`src/rtl/mt_seeder.sv`:
```
// Seeds a Mersenne-Twister generator: streams the N-word initialization
// sequence into the generator, then gates consumer requests once seeded.
module mt_seeder #(
    parameter int unsigned     W = 32,
    parameter int unsigned     N = 624,
    parameter logic [W-1:0]    F = W'(32'h6C078965),
    parameter int unsigned     D = 30
) (
    input  logic         clk,
    input  logic         n_rst,
    input  logic         seed_valid,
    input  logic [W-1:0] seed,
    output logic         seed_ready,
    input  logic         gen_req,
    output logic         load_value,
    output logic [W-1:0] value,
    output logic         gen_rv,
    output logic         rv_valid,
    output logic         seeded
);

    localparam int unsigned IW = (N > 1) ? $clog2(N) : 1;
    localparam logic [IW-1:0] LAST_IDX = IW'(N - 1);

    typedef enum logic [1:0] {
        IDLE,
        LOAD,
        READY
    } state_t;

    state_t        state_q, state_d;
    logic [W-1:0]  prev_q, prev_d;
    logic [IW-1:0] idx_q, idx_d;
    logic          seeded_q, seeded_d;
    logic          rv_valid_q;
    logic [W-1:0]  mix;
    logic [W-1:0]  init_word;
    logic [W-1:0]  load_word;

    // Knuth-style init step; the product is truncated to W bits (mod 2^W).
    assign mix       = prev_q ^ (prev_q >> D);
    assign init_word = (F * mix) + W'(idx_q);
    assign load_word = (idx_q == '0) ? prev_q : init_word;

    always_ff @(posedge clk or negedge n_rst) begin
        if (!n_rst) begin
            state_q    <= IDLE;
            prev_q     <= '0;
            idx_q      <= '0;
            seeded_q   <= 1'b0;
            rv_valid_q <= 1'b0;
        end else begin
            state_q    <= state_d;
            prev_q     <= prev_d;
            idx_q      <= idx_d;
            seeded_q   <= seeded_d;
            rv_valid_q <= gen_rv;
        end
    end

    // Next state and generator-facing strobes; a seed offer in READY wins over gen_req.
    always_comb begin
        state_d    = state_q;
        prev_d     = prev_q;
        idx_d      = idx_q;
        seeded_d   = seeded_q;
        seed_ready = 1'b0;
        load_value = 1'b0;
        value      = '0;
        gen_rv     = 1'b0;

        case (state_q)
            IDLE: begin
                seed_ready = 1'b1;
                if (seed_valid) begin
                    prev_d   = seed;
                    idx_d    = '0;
                    state_d  = LOAD;
                    seeded_d = 1'b0;
                end
            end
            LOAD: begin
                load_value = 1'b1;
                value      = load_word;
                prev_d     = load_word;
                if (idx_q == LAST_IDX) begin
                    state_d  = READY;
                    seeded_d = 1'b1;
                end else begin
                    idx_d = idx_q + IW'(1);
                end
            end
            READY: begin
                seed_ready = 1'b1;
                if (seed_valid) begin
                    prev_d   = seed;
                    idx_d    = '0;
                    state_d  = LOAD;
                    seeded_d = 1'b0;
                end else begin
                    gen_rv = gen_req;
                end
            end
            default: begin
                state_d  = IDLE;
                seeded_d = 1'b0;
            end
        endcase
    end

    assign seeded   = seeded_q;
    assign rv_valid = rv_valid_q;

endmodule

```
`config.mk`:
```
export PLATFORM = sky130hd
export DESIGN_NAME = mt_seeder
export DESIGN_NICKNAME = d
export VERILOG_FILES = /design/src/rtl/mt_seeder.sv
export SDC_FILE = /design/constraint.sdc
export NUM_CORES = 1
export LEC_CHECK = 0
export BUFFER_PORTS_ARGS = -buffer_cell sky130_fd_sc_hd__buf_2
export CAP_MARGIN = 0
export CORE_UTILIZATION = 40
export CTS_CLUSTER_SIZE = 12
export DETAILED_ROUTE_END_ITERATION = 16
export MAX_ROUTING_LAYER = met4
export PLACE_DENSITY = 0.63
export SETUP_SLACK_MARGIN = 0.1
export SYNTH_ARGS = -nofsm -noshare
export SYNTH_HDL_FRONTEND = slang
export SYNTH_SLANG_ARGS = --single-unit
```
`constraint.sdc`:
```
create_clock -name clk -period 7.9 [get_ports clk]
set_input_delay 1.185 -clock clk [delete_from_list [all_inputs] [get_ports clk]]
set_output_delay 1.185 -clock clk [all_outputs]
set_load 0.005 [all_outputs]
```
======== Yosys cells after proc, flatten, opt, wreduce, memory -nomap -nowiden ========
Index checks and enable logic that the tools add are counted.
word-level totals
  input bits .............................. 36
  flip-flop bits (word level) ............. 46
  output and inout port bits .............. 37
cells by class
  bitwise operators ....................... 1
  multiplexer cells ....................... 17
  eq/ne operators ......................... 6
  $add $sub $neg .......................... 2
  multiply operators ...................... 1
  reductions and logical operators ........ 7
operators by type and width
  operator                                            count
  2-to-1 mux 32 bit                                   3
  case mux 32 bit (2 select lines)                    1
  adder 32 x 10 -> 32 bit                             1
  multiplier 31 x 32 -> 32 bit, first input constant  1
  XOR 32 x 2 -> 32 bit                                1
  2-to-1 mux 10 bit                                   2
  case mux 10 bit (2 select lines)                    1
  adder 10 x 1 -> 10 bit, second input constant       1
  == test 10 bit, second input constant               1
  logical NOT 10 bit                                  1
  2-to-1 mux 1 bit                                    6
  2-to-1 mux 2 bit                                    2
  != test 2 bit, second input constant                2
  case mux 2 bit (2 select lines)                     1
  AND reduction 2 bit                                 2
  AND reduction 3 bit                                 1
  == test 2 x 1 -> 1 bit, second input constant       1
  == test 2 bit, second input constant                1
  logical NOT 2 bit                                   1
  != test 2 x 1 -> 1 bit, second input constant       1
  case mux 1 bit (2 select lines)                     1
  nonzero test 2 bit                                  1
  OR reduction 2 bit                                  1

======== Logic depth before layout (Yosys ltp) ========
  depth after elaboration ................. 5
  mapped depth ............................ 25

======== Worst setup path after synthesis ========
No wires, ideal clock.
  path type ............................... register -> output
  from .................................... register prev_q[31]
  to ...................................... output value[31]
  slack ................................... 0.451 ns
  cell stages (with the launch flop) ...... 26
  arrival time ............................ 6.264 ns
  path through ............................ dfrtp_1 -> xor2_1 -> xor2_1 -> ha_1 -> or2_2 -> ha_1 -> inv_1 -> fa_1 -> inv_1 -> ha_1 -> fa_1 -> fa_1 -> fa_1 -> inv_1 -> fa_1 -> inv_1 -> ha_1 -> and4_1 -> nor2b_1 -> nor3_1 -> o21bai_1 -> a221oi_4 -> o21ai_2 -> o41ai_4 -> nand2_1 -> o211ai_1
on the way
  cells in the longest elaborated chain, start to end .. 5
RTL lines
  item                          RTL line  RTL
  start, declared               32        logic [W-1:0] prev_q, prev_d;
  start signal, assigned        54        prev_q <= prev_d;
  XOR 32 x 2 -> 32 bit          41        assign mix = prev_q ^ (prev_q >> D);
  multiplier 31 x 32 -> 32 bit  42        assign init_word = (F * mix) + W'(idx_q);
  adder 32 x 10 -> 32 bit       42
  2-to-1 mux 32 bit (*)         43        assign load_word = (idx_q == '0) ? prev_q : init_word;
  2-to-1 mux 32 bit (*)         72        case (state_q)
  end, declared                 16        output logic [W-1:0] value,
Mark *: on every way between the ends. The rest lies on a longest branch, timed or not.

======== Worst setup path in the final report ========
  from .................................... register prev_q[1]
  to ...................................... output value[31]
on the way
  cells in the longest elaborated chain, start to end .. 5
RTL lines
  item                          RTL line
  XOR 32 x 2 -> 32 bit          41
  multiplier 31 x 32 -> 32 bit  42
  adder 32 x 10 -> 32 bit       42
  2-to-1 mux 32 bit             43
  2-to-1 mux 32 bit             72
Every way passes these cells.

==> results.sh <==
export IMPL_die_w_um=167
export IMPL_initial_core_util=0.407
export IMPL_arrival_ns=6.62
export IMPL_synth_edf_count=0
export IMPL_grt_max_degree=46
export IMPL_drt_iter0_drc=472
export IMPL_dp_hpwl_mm=25.8
export IMPL_final_hold_viol_count=0
export IMPL_syn2layout_area_growth_pct=15.6
export IMPL_outcome="finished clean"
export IMPL_critPathSlowestCell="fa_2"
export IMPL_min_period_ns=7.80
export IMPL_root_buffer="clkbuf_16"
export IMPL_max_freq_ghz=0.128
export IMPL_post_route_period_util=0.988
export IMPL_worst_slack_ns=0.0957
export IMPL_routed_wl_mm=30.9
export IMPL_drive_gt1_frac=0.178
export IMPL_track_usage=0.234
export IMPL_slew_viol_final=0
export IMPL_synth_most_common_cell="inv_1"
export IMPL_synth_net_count=1581
export IMPL_ys_warnings_count=0
export IMPL_clk_pin_slew_worst_paths_ns=0.07
export IMPL_synth_distinct_cells=66
export IMPL_slowest_delay_ns=0.54
export IMPL_first_global_vias=8809
export IMPL_hold_path_class="register to register"
export IMPL_ant_nets=0
export IMPL_ys_seq_elements=45
export IMPL_ys_seq_area_frac=0.103
export IMPL_wl_per_cell_um=19.1
export IMPL_grt_antenna_before_repair=1
export IMPL_crit_path_start_kind="register"
export IMPL_grt_ovfl_total=0
export IMPL_post_route_drc_count=0
export IMPL_crit_path_end_kind="primary output"
export IMPL_maxSlewHeadroom=0.211
export IMPL_rsz0062_at_grt="yes"
export IMPL_vias=8500
export IMPL_cts_sinks=45
export IMPL_design_core_area_um2=26900
export IMPL_fillers=2544
export IMPL_boundaryPins=73
export IMPL_cts_max_path_buffers=2
export IMPL_grt_pass1_wl_mm=48.7
export IMPL_ctsHtreeMaxLevel=2
export IMPL_synth_area_leaders="fa_1 28%, ha_1 27%, dfrtp_1 10%, inv_1 9.2%, xnor2_1 3.4%"
export IMPL_syn_area_per_cell_um2=9.50
export IMPL_portBuffers=72
export IMPL_critical_path_class="register to primary output"
export IMPL_place_gp_congestion=0.916
export IMPL_viasPerCell=5.25
export IMPL_synth_area_um2=10900
export IMPL_cp_max_fo=5
export IMPL_cp_required_ns=6.71
export IMPL_cts_tree="done"
export IMPL_synth_cells=1153
export IMPL_async_flop_share=1.00
export IMPL_synth_top_area_cell="fa_1"
export IMPL_rows=60
export IMPL_setup_tns_ns=0
export IMPL_clock_skew_ns=0.00578
export IMPL_worstSkewPairLatency_ns=0.30
export IMPL_nets=1703
export IMPL_cap_violations=0
export IMPL_drtPass1Iterations=5
export IMPL_tightest_slew_ns=1.18
export IMPL_cts_made_buffers=5
export IMPL_synth_commonest_cells="269 x inv_1, 239 x ha_1, 153 x fa_1"
export IMPL_synth_top_flop_cell="dfrtp_1"
export IMPL_die_h_um=167
export IMPL_place_ws_ns=0.141
export IMPL_synth_top_area_share=0.280
export IMPL_die_area_um2=28000
export IMPL_finalSetupViolations=0
path summary, 6_finish.rpt:
kind | from | end | slack [ns] | cells after the start
worst min-delay path | idx_q[8]$_DFFE_PN0P_ | idx_q[8]$_DFFE_PN0P_ | 0.59 | 2
worst max-delay path | prev_q[1]$_DFFE_PN0P_ | value[31] | 0.1 | 26
max in group asynchronous | n_rst | prev_q[20]$_DFFE_PN0P_ | 6.03 | 1
worst min register to register | idx_q[8]$_DFFE_PN0P_ | idx_q[8]$_DFFE_PN0P_ | 0.59 | 2
worst max register to register | prev_q[1]$_DFFE_PN0P_ | prev_q[31]$_DFFE_PN0P_ | 1.13 | 26
min in group asynchronous | n_rst | idx_q[5]$_DFFE_PN0P_ | 1.10 | 1
per-layer routing:
layer | up-vias | part of all wire | GRT usage | wire, um
li1 | 3976 | - | - | -
met1 | 4175 | 0.43 | 0.305 | 13400
met2 | 295 | 0.47 | 0.369 | 14400
met3 | 54 | 0.062 | 0.0347 | 1920
met4 | 0 | 0.039 | 0.0842 | 1200
met5 | - | 0 | - | 0
state kept, by name (all words and copies together) (netlist names):
name,count
prev_q,32
rv_valid,1
seeded,1
idx_q,10
state_q,1
through the flow:
stage | util | hold WS [ns] | instance area (um2) | instances
floorplan | - | 0.504 | 10900 | 1153
global placement | 0.444 | 0.521 | 11900 | 1586
detailed placement | 0.444 | 0.539 | 11900 | 1586
CTS | 0.459 | 0.592 | 12300 | 1605
global route | 0.471 | 0.608 | 12700 | 1618
finish | 0.471 | 0.592 | 12700 | 1618
critical path: cells and delay by family (launching register included):
family	cells	cell delay, ns
adders and majority gates	9	3.29
AOI/OAI and AO/OA	5	0.93
buffers and inverters	7	0.77
and+or+nand+nor	4	0.63
DFF	1	0.42
xor gates and xnor gates	1	0.27
cell families after synthesis:
| group | Yosys count | share of synthesized area |
|---|---|---|
| adder cells (fa/ha/maj) | 392 | 0.553 |
| buffers and inverters | 290 | 0.101 |
| AO/OA/AOI/OAI | 176 | 0.109 |
| AND/OR/NAND/NOR | 176 | 0.0741 |
| XOR/XNOR | 64 | 0.0512 |
| flip-flops | 45 | 0.103 |
| multiplexers | 10 | 0.00914 |
repair_timing:
item                       in CTS  in global routing
buffers inserted               11                 12
setup endpoints to repair      11                 12
resized for setup              36                 46
hold buffers                    0                  0
hold endpoints to repair        0                  0
pin swaps                      16                 24
final cells by class:
cell class                      instances  area [um2]  area share
Antenna cell                            1        2.50    0.000198
Clock buffer                            5         125     0.00989
Clock inverter                          3        50.0     0.00395
Inverter                              272        1020      0.0807
Multi-Input combinational cell        818        9040       0.714
Sequential cell                        45        1150      0.0906
Tap cell                              341         427      0.0337
Timing Repair Buffer                  133         842      0.0665
cells in the final DEF (no fill, tap or decap), drive strengths merged, types with 40 or more instances in the layout:
master	netlist	routed
ha	239	239
buf	3	133
nand2	59	59
fa	153	153
o21ai	40	40
nor2	56	56
inv	269	270
xnor2	42	42
dfrtp	45	45
a21oi	57	57
Power is not shown: default switching activity piles up to over one toggle a cycle in this logic, so the estimate is an artifact.
